$ cat config.mk
export PLATFORM = sky130hd
export DESIGN_NAME = dac_mixer
export DESIGN_NICKNAME = d
export VERILOG_FILES = /design/src/rtl/opl3_pkg.sv /design/src/rtl/dac_mixer_sat_shift.sv /design/src/rtl/dac_mixer.sv
export SDC_FILE = /design/constraint.sdc
export NUM_CORES = 2
export LEC_CHECK = 0
export CORE_ASPECT_RATIO = 0.5
export CORE_UTILIZATION = 25
export DETAILED_ROUTE_END_ITERATION = 8
export GPL_ROUTABILITY_DRIVEN = 0
export PLACE_DENSITY = 0.39
export SLEW_MARGIN = 20
export SYNTH_ARGS = -nofsm -noshare
export SYNTH_HDL_FRONTEND = slang
export SYNTH_SLANG_ARGS = --single-unit
$ cat constraint.sdc
create_clock -name clk -period 22.1 [get_ports clk]
set_input_delay 2.21 -clock clk [delete_from_list [all_inputs] [get_ports clk]]
set_output_delay 2.21 -clock clk [all_outputs]
set_load 0.005 [all_outputs]
$ cat src/rtl/opl3_pkg.sv
// Shared constants and types for the OPL3 audio path.
// Holds the DAC mixer defaults and its control state encoding.
package opl3_pkg;

  localparam int DAC_MIX_NUM_SRC    = 4;
  localparam int DAC_MIX_VOL_WIDTH  = 8;
  localparam int DAC_MIX_UNITY_VOL  = 1 << (DAC_MIX_VOL_WIDTH - 1);

  typedef enum logic [1:0] {
    DM_IDLE   = 2'd0,
    DM_ACCUM  = 2'd1,
    DM_MASTER = 2'd2,
    DM_OUTPUT = 2'd3
  } dac_mixer_state_t;

endpackage

$ cat src/rtl/dac_mixer_sat_shift.sv
// Signed arithmetic right shift, then left shift, then saturation to OUT_W bits.
// clip is high whenever the value had to be clamped.
module sat_shift #(
  parameter int IN_W   = 40,
  parameter int OUT_W  = 16,
  parameter int RSHIFT = 7,
  parameter int LSHIFT = 0
) (
  input  logic signed [IN_W-1:0]  value,
  output logic signed [OUT_W-1:0] result,
  output logic                    clip
);

  // Wide enough that the left shift can never lose the sign.
  localparam int EXT_W = IN_W + LSHIFT + OUT_W;
  localparam logic signed [EXT_W-1:0] MAX_V = {{(EXT_W-OUT_W+1){1'b0}}, {(OUT_W-1){1'b1}}};
  localparam logic signed [EXT_W-1:0] MIN_V = {{(EXT_W-OUT_W+1){1'b1}}, {(OUT_W-1){1'b0}}};

  logic signed [IN_W-1:0]  shr;
  logic signed [EXT_W-1:0] ext;

  assign shr = value >>> RSHIFT;
  assign ext = EXT_W'(shr) <<< LSHIFT;

  always_comb begin
    result = ext[OUT_W-1:0];
    clip   = 1'b0;
    if (ext > MAX_V) begin
      result = MAX_V[OUT_W-1:0];
      clip   = 1'b1;
    end else if (ext < MIN_V) begin
      result = MIN_V[OUT_W-1:0];
      clip   = 1'b1;
    end
  end

endmodule

$ cat src/rtl/dac_mixer.sv
// Multi-source stereo mixer: one serial MAC per side over NUM_SRC sources,
// then master volume, width adaptation and saturation to the DAC width.
module dac_mixer
  import opl3_pkg::*;
#(
  parameter int NUM_SRC   = DAC_MIX_NUM_SRC,
  parameter int IN_WIDTH  = 16,
  parameter int OUT_WIDTH = 16,
  parameter int VOL_WIDTH = DAC_MIX_VOL_WIDTH
) (
  input  logic                           clk,
  input  logic                           reset_n,
  input  logic                           sample_tick,
  input  logic [NUM_SRC*IN_WIDTH-1:0]    src_l,
  input  logic [NUM_SRC*IN_WIDTH-1:0]    src_r,
  input  logic [NUM_SRC*VOL_WIDTH-1:0]   src_vol,
  input  logic [NUM_SRC-1:0]             src_mute,
  input  logic [VOL_WIDTH-1:0]           master_vol,
  output logic                           busy,
  output logic                           sample_valid,
  output logic signed [OUT_WIDTH-1:0]    sample_l,
  output logic signed [OUT_WIDTH-1:0]    sample_r,
  output logic                           clip_l,
  output logic                           clip_r,
  output logic                           overrun
);

  localparam int IDX_W  = (NUM_SRC > 1) ? $clog2(NUM_SRC) : 1;
  localparam int TERM_W = IN_WIDTH + VOL_WIDTH + 1;
  localparam int ACC_W  = TERM_W + $clog2(NUM_SRC);
  localparam int PROD_W = ACC_W + VOL_WIDTH + 1;
  localparam int NORM   = VOL_WIDTH - 1;

  dac_mixer_state_t state_reg, state_next;

  logic [IDX_W-1:0]             k_reg;
  logic [NUM_SRC*IN_WIDTH-1:0]  snap_l_reg, snap_r_reg;
  logic [NUM_SRC*VOL_WIDTH-1:0] snap_vol_reg;
  logic [NUM_SRC-1:0]           snap_mute_reg;
  logic [VOL_WIDTH-1:0]         snap_master_reg;
  logic signed [ACC_W-1:0]      acc_l_reg, acc_r_reg;
  logic signed [OUT_WIDTH-1:0]  sample_l_reg, sample_r_reg;
  logic                         clip_l_reg, clip_r_reg, overrun_reg;

  logic snap_en, acc_en, out_en, last_src;

  // Per-source views of the snapshot; a muted source simply has zero gain.
  logic signed [IN_WIDTH-1:0] lane_l   [NUM_SRC];
  logic signed [IN_WIDTH-1:0] lane_r   [NUM_SRC];
  logic [VOL_WIDTH-1:0]       lane_vol [NUM_SRC];

  generate
    for (genvar gi = 0; gi < NUM_SRC; gi++) begin : g_lane
      assign lane_l[gi]   = snap_l_reg[gi*IN_WIDTH +: IN_WIDTH];
      assign lane_r[gi]   = snap_r_reg[gi*IN_WIDTH +: IN_WIDTH];
      assign lane_vol[gi] = snap_mute_reg[gi] ? '0 : snap_vol_reg[gi*VOL_WIDTH +: VOL_WIDTH];
    end
  endgenerate

  logic signed [VOL_WIDTH:0] gain_s, mvol_s;
  logic signed [TERM_W-1:0]  term_l, term_r;
  logic signed [ACC_W-1:0]   acc_shr_l, acc_shr_r;
  logic signed [PROD_W-1:0]  prod_l, prod_r;
  logic signed [OUT_WIDTH-1:0] sat_l, sat_r;
  logic                      sat_clip_l, sat_clip_r;

  assign gain_s    = {1'b0, lane_vol[k_reg]};
  assign term_l    = TERM_W'(lane_l[k_reg]) * TERM_W'(gain_s);
  assign term_r    = TERM_W'(lane_r[k_reg]) * TERM_W'(gain_s);
  assign last_src  = (k_reg == IDX_W'(NUM_SRC - 1));

  assign mvol_s    = {1'b0, snap_master_reg};
  assign acc_shr_l = acc_l_reg >>> NORM;
  assign acc_shr_r = acc_r_reg >>> NORM;
  assign prod_l    = PROD_W'(acc_shr_l) * PROD_W'(mvol_s);
  assign prod_r    = PROD_W'(acc_shr_r) * PROD_W'(mvol_s);

  // Master renormalisation and output width adaptation share one stage.
  sat_shift #(
    .IN_W  (PROD_W),
    .OUT_W (OUT_WIDTH),
    .RSHIFT(NORM),
    .LSHIFT(OUT_WIDTH - IN_WIDTH)
  ) u_sat_l (
    .value (prod_l),
    .result(sat_l),
    .clip  (sat_clip_l)
  );

  sat_shift #(
    .IN_W  (PROD_W),
    .OUT_W (OUT_WIDTH),
    .RSHIFT(NORM),
    .LSHIFT(OUT_WIDTH - IN_WIDTH)
  ) u_sat_r (
    .value (prod_r),
    .result(sat_r),
    .clip  (sat_clip_r)
  );

  always_ff @(posedge clk or negedge reset_n) begin
    if (!reset_n) state_reg <= DM_IDLE;
    else          state_reg <= state_next;
  end

  always_comb begin
    state_next = state_reg;
    snap_en    = 1'b0;
    acc_en     = 1'b0;
    out_en     = 1'b0;
    case (state_reg)
      DM_IDLE: begin
        if (sample_tick) begin
          snap_en    = 1'b1;
          state_next = DM_ACCUM;
        end
      end
      DM_ACCUM: begin
        acc_en = 1'b1;
        if (last_src) state_next = DM_MASTER;
      end
      DM_MASTER: begin
        out_en     = 1'b1;
        state_next = DM_OUTPUT;
      end
      DM_OUTPUT: state_next = DM_IDLE;
      default:   state_next = DM_IDLE;
    endcase
  end

  always_ff @(posedge clk or negedge reset_n) begin
    if (!reset_n) begin
      k_reg           <= '0;
      snap_l_reg      <= '0;
      snap_r_reg      <= '0;
      snap_vol_reg    <= '0;
      snap_mute_reg   <= '0;
      snap_master_reg <= '0;
      acc_l_reg       <= '0;
      acc_r_reg       <= '0;
      sample_l_reg    <= '0;
      sample_r_reg    <= '0;
      clip_l_reg      <= 1'b0;
      clip_r_reg      <= 1'b0;
      overrun_reg     <= 1'b0;
    end else begin
      overrun_reg <= sample_tick && (state_reg != DM_IDLE);
      if (snap_en) begin
        snap_l_reg      <= src_l;
        snap_r_reg      <= src_r;
        snap_vol_reg    <= src_vol;
        snap_mute_reg   <= src_mute;
        snap_master_reg <= master_vol;
        acc_l_reg       <= '0;
        acc_r_reg       <= '0;
        k_reg           <= '0;
      end
      if (acc_en) begin
        acc_l_reg <= acc_l_reg + ACC_W'(term_l);
        acc_r_reg <= acc_r_reg + ACC_W'(term_r);
        if (!last_src) k_reg <= k_reg + 1'b1;
      end
      if (out_en) begin
        sample_l_reg <= sat_l;
        sample_r_reg <= sat_r;
        clip_l_reg   <= sat_clip_l;
        clip_r_reg   <= sat_clip_r;
      end
    end
  end

  assign busy         = (state_reg != DM_IDLE);
  assign sample_valid = (state_reg == DM_OUTPUT);
  assign sample_l     = sample_l_reg;
  assign sample_r     = sample_r_reg;
  assign clip_l       = clip_l_reg;
  assign clip_r       = clip_r_reg;
  assign overrun      = overrun_reg;

endmodule

==> results.txt <==
The flow ran to the end, and the final reports show no timing, DRC or antenna violations. The floorplan has between 90 and 100 rows. The cts-stage hold buffer count is 0. The worst slew margin relative to its limit came out at 25.72%. The cell area after technology mapping is around 33,000 um^2. The placeable core region is 131,700 um^2. In this run the worst hold path is classified as reg2reg. The starting density of the core came out at between 20% and 30%.

In this run the biggest area consumer among cell types represents a little under a third of the synthesized area. After Yosys synthesis, and, or, nand and nor cells account for 12.50% of the synthesized area. The top-level port count came out at 212. The final setup skew came out at 0.02899 ns. With fillers left out, the area of the finished cells amounts to between 30,000 and 40,000 um^2. The HPWL after detailed placement is 76,500 um. The TritonCTS clock tree is built. Data on the critical path arrives at its endpoint at 8.47 ns. The number of max-cap violations is 0. Counting the buffers created by CTS gives 35. The post-route clock period utilization came out at 36.26%. For this run, the total global-route usage over all layers was measured as 14.47%. The share of cells above drive strength 1 came out at a little under a tenth.

The most common cell in the synthesized netlist is sky130_fd_sc_hd__inv_1. The critical path's slowest cell is sky130_fd_sc_hd__dfrtp_4. Data on the critical path is required at its endpoint by 22.56 ns. The number of post-CTS setup repair buffers is 0. Summing the areas of all compound-gate instances in the mapped netlist gives 8.260% of the synthesized area.

No sink is reached through more buffers than the 3 on the longest clock path. Detailed routing inserted a total of 23,580 vias. The top achievable clock speed is 124.8 MHz.

Averaged over all synthesized cells, the footprint is 9.455 um^2. The count of buffers added on input and output ports is ~210. In the synthesized netlist, the cells that appear most often are 731 x sky130_fd_sc_hd__inv_1, 504 x sky130_fd_sc_hd__fa_1, 403 x sky130_fd_sc_hd__nand2_1, 265 x sky130_fd_sc_hd__dfrtp_1, 231 x sky130_fd_sc_hd__ha_1. The XOR/XNOR share of the synthesized area came out at approximately 2.1%. The type of origin of the critical path is a flip-flop.

The time the final worst path needs with I/O delays and setup came out at ~8.0 ns. The count of distinct cell types in the synthesized netlist came out at 93. The proportion of register bits with asynchronous set or reset after synthesis is 100.0%. The initial antenna violation count is 5. Yosys mapped a number of flops with a built-in enable equal to 0. The total number of clock tree sinks came out at 265. The number of hold violations in the final report is 0.

The synthesis-to-finish area growth came out at 15.54%. Entering global routing, the biggest net connects roughly 150 pins. After detailed routing, the number of remaining DRC violations is 0.

The maximum single-stage delay on the critical path came out at 0.75 ns. The die boundary height is between 200 and 300 um. The clock transition at the register clock pins on the worst setup and hold paths after CTS came out at approximately 0.06 ns. The die footprint came out at 134,500 um^2. The total overflow left after global routing is 0. The number of DRC violations after detailed-routing iteration 0 is about 1,300.

Sorting the synthesized cells by area gives the leading types as sky130_fd_sc_hd__fa_1 30%, sky130_fd_sc_hd__dfrtp_1 20%, sky130_fd_sc_hd__ha_1 8.7%. The cell sitting at the root of the clock tree is a sky130_fd_sc_hd__clkbuf_16. The adder and majority gate portion of the synthesized area is 39.06%. Once placement finished, the instance area stood at around 37,000 um^2. The H-tree was split into 2 levels. The number of iterations in the first detailed-routing pass is 5. Broken down by cell family, the worst path's largest delay share belongs to adder cells. After technology mapping, the gate count stands at 3,515. The number of global-route vias before repair is 25,390. After the last flow step, the layout net total stands at 4,545. Along the worst path, the maximum fanout reaches 53. Setup repair after global routing left no endpoint under its margin. The library cell with the largest summed area after synthesis is sky130_fd_sc_hd__fa_1. The total negative setup slack came out at 0 ns.

Among all flip-flop cells after synthesis, the most frequent one is sky130_fd_sc_hd__dfrtp_1. The clock insertion delay at the later pin of the skew report is 0.60 ns. Gates resized during post-CTS repair numbered 0.

After synthesis, the share of cell area in mux cells is 8.015%. The via-per-instance ratio is 4.336. The number of nets in the synthesized netlist is 4,425.

The final-report setup violation count came out at 0. The number of filler instances in the final layout is around 14,000. Cells fill 29.15% of the core in the end. The critical path capture point type is a flip-flop. The combined buffer and inverter count along the critical path came out at 7. In the final routed layout, each cell accounts on average for 17.72 um. The critical path in this run is classified as reg2reg. The number of pins exceeding their max-slew limit in the final report came to 0. After synthesis, the largest family of logic cells by area is adder cells. The die outline width is 517.6 um. The wire length of the first global-routing pass came out at between 150,000 and 200,000 um.

Counting flops and latches in the post-synthesis netlist gives between 200 and 300. The count of antenna-violating nets left after detailed routing came out at 0. The share of the yosys chip area belonging to registers came out at between 10% and 20%. The count of warnings emitted by yosys came out at 0. The transition time at the pin with the least slew margin is 1.103 ns. After detailed routing, the total wire length is around 96,000 um.
placed cells by master (no fill, tap or decap), types with 6 or more instances in the layout:
| cell type | n |
|---|---|
| sky130_fd_sc_hd__a211oi_1 | 9 |
| sky130_fd_sc_hd__a21o_1 | 26 |
| sky130_fd_sc_hd__a21oi_1 | 84 |
| sky130_fd_sc_hd__a221o_1 | 10 |
| sky130_fd_sc_hd__a221oi_1 | 8 |
| sky130_fd_sc_hd__a22oi_1 | 8 |
| sky130_fd_sc_hd__a31o_2 | 6 |
| sky130_fd_sc_hd__a31oi_1 | 6 |
| sky130_fd_sc_hd__and2_1 | 165 |
| sky130_fd_sc_hd__buf_4 | 30 |
| sky130_fd_sc_hd__clkbuf_1 | 6 |
| sky130_fd_sc_hd__clkbuf_16 | 35 |
| sky130_fd_sc_hd__clkdlybuf4s50_1 | 210 |
| sky130_fd_sc_hd__dfrtp_1 | 262 |
| sky130_fd_sc_hd__fa_1 | 504 |
| sky130_fd_sc_hd__ha_1 | 230 |
| sky130_fd_sc_hd__inv_1 | 731 |
| sky130_fd_sc_hd__mux2_2 | 205 |
| sky130_fd_sc_hd__mux2i_1 | 31 |
| sky130_fd_sc_hd__nand2_1 | 402 |
| sky130_fd_sc_hd__nand2b_1 | 17 |
| sky130_fd_sc_hd__nand3_1 | 32 |
| sky130_fd_sc_hd__nand3b_1 | 7 |
| sky130_fd_sc_hd__nor2_1 | 197 |
| sky130_fd_sc_hd__nor2b_1 | 18 |
| sky130_fd_sc_hd__nor3_1 | 23 |
| sky130_fd_sc_hd__o21a_1 | 41 |
| sky130_fd_sc_hd__o21ai_0 | 107 |
| sky130_fd_sc_hd__o21ai_1 | 7 |
| sky130_fd_sc_hd__o21bai_1 | 6 |
| sky130_fd_sc_hd__o22ai_1 | 15 |
| sky130_fd_sc_hd__or3_1 | 8 |
| sky130_fd_sc_hd__xnor2_1 | 54 |
| sky130_fd_sc_hd__xor2_1 | 24 |
worst reg2reg max path, cell delays in order, from the launching register on:
cell,delay (ns)
sky130_fd_sc_hd__dfrtp_4,0.75
sky130_fd_sc_hd__buf_4,0.70
sky130_fd_sc_hd__a221oi_1,0.19
sky130_fd_sc_hd__a21oi_2,0.15
sky130_fd_sc_hd__buf_4,0.36
sky130_fd_sc_hd__nand2_1,0.17
sky130_fd_sc_hd__fa_1,0.56
sky130_fd_sc_hd__inv_1,0.06
sky130_fd_sc_hd__fa_1,0.50
sky130_fd_sc_hd__inv_1,0.06
sky130_fd_sc_hd__fa_1,0.53
sky130_fd_sc_hd__inv_1,0.05
sky130_fd_sc_hd__fa_1,0.48
sky130_fd_sc_hd__inv_1,0.05
sky130_fd_sc_hd__fa_1,0.47
sky130_fd_sc_hd__inv_1,0.04
sky130_fd_sc_hd__ha_1,0.21
sky130_fd_sc_hd__or3_1,0.37
sky130_fd_sc_hd__o21ai_0,0.11
sky130_fd_sc_hd__a211oi_1,0.12
sky130_fd_sc_hd__o31ai_1,0.53
sky130_fd_sc_hd__a311oi_1,0.27
sky130_fd_sc_hd__o21ai_0,0.33
sky130_fd_sc_hd__a21oi_1,0.18
sky130_fd_sc_hd__or4_1,0.42
sky130_fd_sc_hd__a32o_1,0.25
cell type report:
class	instances	area, um^2	share of cell area (%)
Clock inverter	14	173.9	0.4529
Sequential cell	265	6640	17.29
Tap cell	1776	2222	5.787
Clock buffer	46	967.2	2.519
Timing Repair Buffer	243	2390	6.224
Inverter	732	2748	7.156
Multi-Input combinational cell	2358	23250	60.54
Antenna cell	4	10.01	0.02607
through the flow:
step / setup WS (ns) / instances / hold WS [ns]
global placement: 14.09 / 5373 / 0.4831
finish: 14.09 / 5438 / 0.4929
global route: 13.61 / 5437 / 0.5100
CTS: 14.01 / 5433 / 0.5006
floorplan: 15.04 / 3515 / 0.4737
detailed placement: 14.01 / 5373 / 0.4887
path summary, 6_finish.rpt:
kind / startpoint / to / slack [ns] / cells past startpoint
max: k_reg[1] / acc_l_reg[23] / 14.09 / 25
max in group asynchronous: reset_n / k_reg[1] / 18.30 / 4
min: clip_l / clip_l / 0.49 / 2
min reg2reg: clip_l / clip_l / 0.49 / 2
min in group asynchronous: reset_n / snap_r_reg[38] / 1.70 / 1
max reg2reg: k_reg[1] / acc_l_reg[23] / 14.09 / 25
metal layers:
metal  wire [um]  global-route usage (%)  share of wire, %
met1       50660                   21.63                53
met2       41090                   22.17                43
met3        2954                   1.664               3.1
met4        1649                   3.177               1.7
met5           0                       0                 0
kinds of logic after synthesis:
logic type,Yosys count
simple gates,903
buf+inv,892
flops,265
mux,238
fa+ha+maj,735
xor+xnor,78
compound gates,404
Power is not shown: default switching activity piles up to over one toggle a cycle in this logic, so the estimate is an artifact.
